## src/rtl/ariane_pkg.sv

```systemverilog
// Shared FLU scheduling types: instruction classes, scheduler FSM states and a
// saturating-increment helper for the optional stall counters.
package ariane_pkg;

  typedef enum logic [2:0] {
    FLU_ALU    = 3'd0,
    FLU_BRANCH = 3'd1,
    FLU_CSR    = 3'd2,
    FLU_MULT   = 3'd3,
    FLU_DIV    = 3'd4
  } flu_class_t;

  typedef enum logic {
    SCHED_IDLE     = 1'b0,
    SCHED_DIV_BUSY = 1'b1
  } flu_sched_state_t;

  function automatic logic [31:0] sat_inc32(input logic [31:0] v);
    return (&v) ? v : v + 32'd1;
  endfunction

endpackage

```

## src/rtl/flu_issue_scheduler_resv_line.sv

```systemverilog
// flu_resv_line: shift-down writeback reservation line with a trans_id payload.
// Entry 0 is the port owner this cycle; a set lands in the top entry after the shift.
module flu_resv_line #(
  parameter int DEPTH = 1,
  parameter int IDW   = 3
) (
  input  logic           clk_i,
  input  logic           rst_i,
  input  logic           flush_i,
  input  logic           set_i,
  input  logic [IDW-1:0] set_id_i,
  output logic           head_vld_o,
  output logic [IDW-1:0] head_id_o,
  output logic           empty_o
);

  logic [DEPTH-1:0]          vld_q, vld_d;
  logic [DEPTH-1:0][IDW-1:0] id_q, id_d;

  always_comb begin
    vld_d = '0;
    id_d  = '0;
    for (int k = 0; k < DEPTH - 1; k++) begin
      vld_d[k] = vld_q[k+1];
      id_d[k]  = id_q[k+1];
    end
    if (set_i) begin
      vld_d[DEPTH-1] = 1'b1;
      id_d[DEPTH-1]  = set_id_i;
    end
    if (flush_i) begin
      vld_d = '0;
      id_d  = '0;
    end
  end

  always_ff @(posedge clk_i) begin
    if (rst_i) begin
      vld_q <= '0;
      id_q  <= '0;
    end else begin
      vld_q <= vld_d;
      id_q  <= id_d;
    end
  end

  assign head_vld_o = vld_q[0];
  assign head_id_o  = id_q[0];
  assign empty_o    = ~|vld_q;

endmodule

```

## src/rtl/flu_issue_scheduler.sv

```systemverilog
// FLU issue scheduler: one grant per cycle, writeback-slot reservation, divider
// serialisation with watchdog, CSR gating. FLU_SCHED_PERF_EN adds stall counters.
module flu_issue_scheduler
  import ariane_pkg::*;
#(
  parameter int MULT_LAT      = 1,
  parameter int TRANS_ID_BITS = 3,
  parameter int DIV_TIMEOUT   = 127
) (
  input  logic                     clk_i,
  input  logic                     rst_i,
  input  logic                     flush_i,
  input  logic                     req_valid_i,
  input  logic [2:0]               req_class_i,
  input  logic [TRANS_ID_BITS-1:0] req_trans_id_i,
  output logic                     grant_o,
  output logic                     flu_ready_o,
  input  logic                     csr_commit_i,
  input  logic                     div_done_i,
  output logic                     wb_valid_o,
  output logic [TRANS_ID_BITS-1:0] wb_trans_id_o,
  output logic                     div_busy_o,
  output logic                     csr_pending_o,
`ifdef FLU_SCHED_PERF_EN
  output logic [31:0]              stall_csr_o,
  output logic [31:0]              stall_div_o,
  output logic [31:0]              stall_port_o,
`endif
  output logic                     div_timeout_o
);

  localparam int CNT_W = $clog2(DIV_TIMEOUT + 1);

  flu_sched_state_t         state_q, state_d;
  logic [CNT_W-1:0]         div_cnt_q, div_cnt_d;
  logic [TRANS_ID_BITS-1:0] div_id_q, div_id_d;
  logic                     csr_pend_q, csr_pend_d;
  logic                     res_head, res_empty;
  logic [TRANS_ID_BITS-1:0] res_head_id;
  logic                     idle, class_ok, div_fire, div_wb;

  assign idle = (state_q == SCHED_IDLE);

  always_comb begin
    class_ok = 1'b0;
    case (req_class_i)
      FLU_ALU, FLU_BRANCH: class_ok = ~res_head;
      FLU_CSR:             class_ok = ~res_head & ~csr_pend_q;
      // With one grant per cycle nothing can already own the slot MULT_LAT ahead.
      FLU_MULT:            class_ok = 1'b1;
      FLU_DIV:             class_ok = res_empty;
      default:             class_ok = 1'b0;
    endcase
  end

  assign grant_o     = ~rst_i & req_valid_i & class_ok & ~flush_i & idle;
  assign flu_ready_o = ~rst_i & ~flush_i & idle;

  flu_resv_line #(
    .DEPTH (MULT_LAT),
    .IDW   (TRANS_ID_BITS)
  ) u_resv (
    .clk_i      (clk_i),
    .rst_i      (rst_i),
    .flush_i    (flush_i),
    .set_i      (grant_o && req_class_i == FLU_MULT),
    .set_id_i   (req_trans_id_i),
    .head_vld_o (res_head),
    .head_id_o  (res_head_id),
    .empty_o    (res_empty)
  );

  assign div_wb        = ~idle & div_done_i;
  assign div_fire      = ~idle & ~div_done_i & (div_cnt_q == CNT_W'(DIV_TIMEOUT));
  assign div_timeout_o = ~rst_i & ~flush_i & div_fire;
  assign wb_valid_o    = ~rst_i & (res_head | div_wb);

  always_comb begin
    wb_trans_id_o = '0;
    if (!rst_i) begin
      if (res_head)    wb_trans_id_o = res_head_id;
      else if (div_wb) wb_trans_id_o = div_id_q;
    end
  end

  always_comb begin
    state_d   = state_q;
    div_cnt_d = div_cnt_q;
    div_id_d  = div_id_q;
    case (state_q)
      SCHED_IDLE: begin
        if (grant_o && req_class_i == FLU_DIV) begin
          state_d   = SCHED_DIV_BUSY;
          div_id_d  = req_trans_id_i;
          div_cnt_d = '0;
        end
      end
      SCHED_DIV_BUSY: begin
        div_cnt_d = div_cnt_q + CNT_W'(1);
        if (div_done_i || div_fire) state_d = SCHED_IDLE;
      end
      default: state_d = SCHED_IDLE;
    endcase
    if (flush_i) begin
      state_d   = SCHED_IDLE;
      div_cnt_d = '0;
    end
  end

  // A commit only retires an entry that was already pending; a same-cycle grant wins.
  always_comb begin
    csr_pend_d = csr_pend_q;
    if (flush_i)                                  csr_pend_d = 1'b0;
    else if (grant_o && req_class_i == FLU_CSR)   csr_pend_d = 1'b1;
    else if (csr_commit_i)                        csr_pend_d = 1'b0;
  end

  always_ff @(posedge clk_i) begin
    if (rst_i) begin
      state_q    <= SCHED_IDLE;
      div_cnt_q  <= '0;
      div_id_q   <= '0;
      csr_pend_q <= 1'b0;
    end else begin
      state_q    <= state_d;
      div_cnt_q  <= div_cnt_d;
      div_id_q   <= div_id_d;
      csr_pend_q <= csr_pend_d;
    end
  end

  assign div_busy_o    = ~idle;
  assign csr_pending_o = csr_pend_q;

`ifdef FLU_SCHED_PERF_EN
  logic [31:0] st_csr_q, st_div_q, st_port_q;

  always_ff @(posedge clk_i) begin
    if (rst_i) begin
      st_csr_q  <= '0;
      st_div_q  <= '0;
      st_port_q <= '0;
    end else if (req_valid_i && !grant_o) begin
      if (!idle)
        st_div_q <= sat_inc32(st_div_q);
      else if (req_class_i == FLU_CSR && csr_pend_q)
        st_csr_q <= sat_inc32(st_csr_q);
      else if (!flush_i && !class_ok && req_class_i <= FLU_DIV)
        st_port_q <= sat_inc32(st_port_q);
    end
  end

  assign stall_csr_o  = st_csr_q;
  assign stall_div_o  = st_div_q;
  assign stall_port_o = st_port_q;
`endif

endmodule

```

## config.mk

```make
export PLATFORM = sky130hd
export DESIGN_NAME = flu_issue_scheduler
export DESIGN_NICKNAME = d
export VERILOG_FILES = /design/src/rtl/ariane_pkg.sv /design/src/rtl/flu_issue_scheduler_resv_line.sv /design/src/rtl/flu_issue_scheduler.sv
export SDC_FILE = /design/constraint.sdc
export NUM_CORES = 1
export LEC_CHECK = 0
export CAP_MARGIN = 15
export CORE_MARGIN = 4
export CORE_UTILIZATION = 53
export CTS_CLUSTER_SIZE = 20
export DETAILED_ROUTE_END_ITERATION = 10
export DONT_BUFFER_PORTS = 1
export GPL_TIMING_DRIVEN = 1
export PLACE_DENSITY = 0.7
export SYNTH_ARGS = -nofsm -noshare
export SYNTH_HDL_FRONTEND = slang
export SYNTH_SLANG_ARGS = --single-unit
```

## constraint.sdc

```tcl
create_clock -name clk_i -period 1.6 [get_ports clk_i]
set_input_delay 0.4 -clock clk_i [delete_from_list [all_inputs] [get_ports clk_i]]
set_output_delay 0.4 -clock clk_i [all_outputs]
set_load 0.02 [all_outputs]
```

### Word level (Yosys, flattened, before mapping)

Cells that the tools add are included.

* add/subtract/negate cells: 1
* multipliers: 0
* divide/modulo/power cells: 0
* magnitude comparators: 0
* eq/ne operators: 6
* shifts and indexed selects: 0
* mux-type cells: 12
* bitwise operators: 20
* reduce and logical (&&, ||, !) cells: 11

Operators by type and width (number)
* 7-bit case mux with 2 select lines: 1
* 1-bit bitwise AND: 12
* 3-bit 2-to-1 mux: 3
* 7-bit by 1-bit adder with 7-bit output, second input constant: 1
* 7-bit equality test, second input constant: 1
* 7-bit 2-to-1 mux: 1
* 1-bit NOT: 7
* 3-bit by 2-bit equality test with 1-bit output, second input constant: 2
* 1-bit 2-to-1 mux: 5
* 1-bit case mux with 4 select lines: 1
* 2-bit OR reduction: 2
* 3-bit by 1-bit equality test with 1-bit output, second input constant: 1
* 3-bit equality test, second input constant: 1
* 1-bit logical AND: 3
* 3-bit logical NOT: 1
* 3-bit OR reduction: 1
* 2-bit by 1-bit != test with 1-bit output, second input constant: 1
* 1-bit case mux with 2 select lines: 1
* 2-bit AND reduction: 1
* 2-bit nonzero test: 1
* 1-bit logical NOT: 1
* 1-bit logical OR: 1
* 1-bit bitwise OR: 1

* register bits: 16
* latch bits: 0
* memory bits (writable): 0
* ROM bits: 0
* input port bits: 12
* word-level logic and storage cells: 56
* memories kept: 0

### Depth between registers and ports, before layout

* depth in word-level cells: 9
* mapped depth: 5

### Hierarchy

Synthesis repeated with hierarchy kept, for this count alone.

* cells, all modules: 98
* area total of the unflattened synthesis: 810.8 um2

Modules (own cells, without submodules)
* flu_issue_scheduler: instances 1, cells each 89, area each 681.9 um2, sequential area each 240.2 um2
* flu_resv_line: instances 1, cells each 9, area each 128.9 um2, sequential area each 80.1 um2

### Worst setup path after synthesis

No wires, ideal clock.

* path type: input -> output
* start point: input rst_i
* end point: output div_timeout_o
* arrival: 1639 ps
* data required time: 1200 ps
* path slack: -439 ps
* cell stages on the path: 4
* cells stage by stage: or2_2 > clkbuf_1 > or3_1 > nor3_1

* word-level cells in the longest chain between the ends: 3

Ends and longest elaborated chain
* from (decl): line flu_issue_scheduler.sv:11 `input logic rst_i,`
* 1-bit NOT: line flu_issue_scheduler.sv:75 `assign div_timeout_o = ~rst_i & ~flush_i & div_fire;`
* 1-bit bitwise AND (2 in series): line flu_issue_scheduler.sv:75
* to (decl): line flu_issue_scheduler.sv:29 `output logic div_timeout_o`

No other way between the ends.

### Worst setup path after layout

* start point: register state_q, in the netlist div_busy_o
* end point: output grant_o

* word-level cells in the longest chain between the ends: 2

Ends and longest elaborated chain
* from (decl): line flu_issue_scheduler.sv:34 `flu_sched_state_t state_q, state_d;`
* from (signal assigned): line flu_issue_scheduler.sv:125 `state_q <= state_d;`
* 1-bit NOT (no line)
* 1-bit bitwise AND: line flu_issue_scheduler.sv:56 `assign grant_o = ~rst_i & req_valid_i & class_ok & ~flush_i & idle;`
* to (decl): line flu_issue_scheduler.sv:16 `output logic grant_o,`

No other way between the ends.

==> flow_summary.toml <==
[die]
core_mm2 = 0.001366
die_area_mm2 = 0.002225
dieWidth_um = 47.17
start_util_pct = 59.52
rows = 13
die_h_um = 47.17
io_pins = 21

[critical_path]
rrSetupSlack_ns = 0.13
worst-path-stages = 2
critPathLaunch = "div_busy_o"
required_ns = 1.20
r2r_cells = 3
worstReg2RegEnd = "div_cnt_q[4]"
critPathMaxFanout = 5
max_stage_delay_ns = 0.52
worst-path-buf-inv = 0
worstPathArrival_ns = 1.38
worstSetupPathType = "flop to primary output"
start_kind = "flop"
path_cells = "or4b_4 > a21oi_4"
timing.rr.start = "u_resv.head_vld_o"
crit_family = "simple AND/OR/NAND/NOR gates"
cp_slowest_cell = "or4b_4"
cp-end-kind = "primary output"

[drt]
vias = 795
routed_wl_mm = 1.980
wire_per_inst_um = 16.10
antenna_left = 0
routed_via_density = 6.463
drt-pass1-iter-count = 4
drc = 0
drtIter0Drc = 17

[power_and_ir_drop]
powerDensity_mw_per_mm2 = 662.9
p_int_mw = 0.5151
pwr-share-seq_pct = 59.4
power_frac_comb_pct = 7.7
switching_share_pct = 23.33
peakVddDrop_uv = 425.4
pwr-share-clk_pct = 32.9
p_switching_mw = 0.1568
power_leakage_nw = 0.3315

[min_path]
min_to = "div_id_q[2]"
min_path_cells = 1
min_path_type = "primary input to flop"
hp-start = "rst_i"

[yosys]
synth_edf_count = 0
async_reset_ff_share_pct = 0
synth_nets = 111
synth_area_leader_cell = "dfxtp_1"
synth_ff_type = "dfxtp_1"
synth_top_area_share_pct = 39.38
yosys.cell_types.count = 33
ys_seq_area_share_pct = 39.38
synth_warnings = 0
netlist_area_um2 = 813.3
syn_inst = 98
syn_avg_cell_area_um2 = 8.299
ys_seq_elements = 16
synth_area_leaders = "dfxtp_1, a21oi_1, nand3_1, o211ai_1, mux2i_1"

[timing]
rsz0062_at_grt = "yes"
setup_ws_ns = -0.1751
relSlewSlack_pct = 65.27
period_needed_ns = 1.775
hold_violations = 0
max_freq_ghz = 0.5633
fin_crit_sh_pct = 110.9
drv_slew = 0
fin_skew_ns = 0.009341
worst_slew_pin_slew_ns = 0.5139
setup_violations = 6

[layout]
num_antenna_cells = 0
final_common_cell = "dfxtp_1"
fin_area_mm2 = 0.001013
layout_common_cells = "dfxtp_1, buf_4, nand3_1, nand2_1, a21oi_1"
area_growth_pct = 24.62
drive_above_1_share_pct = 29.63
final_cells = 123
nets = 122

[run_status]
status = "finished with violations"
violations = "setup timing"

[clock_network]
clk_latency_ns = 0.29
holdBufCountCts = 0
cts_buffers = 3
cts-root-buf = "clkbuf_4"
htreeDepth = 1
clk_pin_slew_ns = 0.10
cts_tree = "done"
clk_path_buf_depth = 2
cts.sinks = 16

[global_routing]
grt_util_met1_pct = 29.22
grt-ovfl-total = 0
grtUsageMet3_pct = 4.598
top_usage_layer = "met1"
grt_usage_pct = 20.95
grt_max_degree = 13
grt_use_met2_pct = 29.00
grt_pass1_wl_mm = 3.243
antenna_found_initial = 0
first_global_vias = 731

[place]
port_buffers = 0
placed_area_um2 = 924.6
hpwl_mm = 1.476
dp_cells = 117
routabilityCongestion = 0.8220

[run]
drv_cap = 0
[worst reg2reg max path: stages (launching register included)]
cell,delay (ns)
dfxtp_4,0.38
or3_1,0.51
o21ai_0,0.32
a221oi_1,0.13
[worst max-delay path by stage]
stage,endpoint
6_report,grant_o
3_3_place_gp,div_timeout_o
4_1_cts,grant_o
2_1_floorplan,div_timeout_o
3_5_place_dp,div_timeout_o
5_1_grt,grant_o
[final cells by class]
cell class,count,area [um^2]
Multi-Input combinational cell,75,546.8
Fill cell,120,352.8
Sequential cell,16,329.1
Timing Repair Buffer,10,78.83
Clock buffer,4,26.28
Tap cell,15,18.77
Inverter,3,13.76
[per-layer routing]
| layer | vias up | routed length (um) | share of wire [%] |
|---|---|---|---|
| li1 | 390 | - | - |
| met1 | 369 | 963 | 49 |
| met2 | 32 | 839 | 42 |
| met3 | 4 | 146 | 7.4 |
| met4 | 0 | 30 | 1.5 |
| met5 | - | 0 | 0 |
[metrics by stage]
stage	hold WS [ns]	setup slack, ns	total power [mW]	TNS, ns	utilization [%]
3_5_place_dp	0.4722	-0.09625	0.4558	-0.09625	67.67
6_report	0.1666	-0.1751	0.6719	-0.6400	74.18
5_1_grt	0.1540	-0.2069	0.6982	-0.8502	74.18
4_1_cts	0.1614	-0.1822	0.6774	-0.2801	71.06
2_1_floorplan	0.4470	-0.2133	0.4477	-0.2133	-
3_3_place_gp	0.4672	-0.09536	0.4555	-0.09536	67.67
[sequential cells by signal (all words and copies together), names as in the netlist]
| name | flops |
|---|---|
| csr_pending_o | 1 |
| div_busy_o | 1 |
| div_cnt_q | 7 |
| div_id_q | 3 |
| u_resv.head_id_o | 3 |
| u_resv.head_vld_o | 1 |
[repair_timing]
| item | 4_1_cts | 5_1_grt |
|---|---|---|
| setup endpoints to repair | 6 | 6 |
| setup buffers | 0 | 2 |
| pin swaps | 4 | 5 |
| resized for setup | 6 | 8 |
[synthesized netlist by cell type, types with 2 or more instances]
master and instances:
dfxtp_1 16, a21oi_1 8, nand3_1 8, nor2_1 8, nand2_1 7, o211ai_1 5, o21ai_0 4, or3_1 4
a31oi_1 3, and2_1 3, clkbuf_1 3, inv_1 3, mux2i_1 3, nor3_1 3, or2_2 2
[power groups by stage]
stage	combinational (mW)	sequential (mW)	clock [mW]
detailed placement	0.0461	0.410	0
CTS	0.0484	0.400	0.229
finish	0.0516	0.399	0.221
global route	0.0561	0.399	0.243
global placement	0.0459	0.410	0
floorplan	0.0382	0.409	0
[cells by family after synthesis]
| logic type | Yosys count | synth area share, % |
|---|---|---|
| multiplexers | 3 | 3.692 |
| AO/OA/AOI/OAI | 28 | 22.46 |
| AND/OR/NAND/NOR | 43 | 29.54 |
| adder cells (fa/ha/maj) | 1 | 1.538 |
| flip-flops | 16 | 39.38 |
| buffers and inverters | 7 | 3.384 |
(Power assumes the default switching activity.)
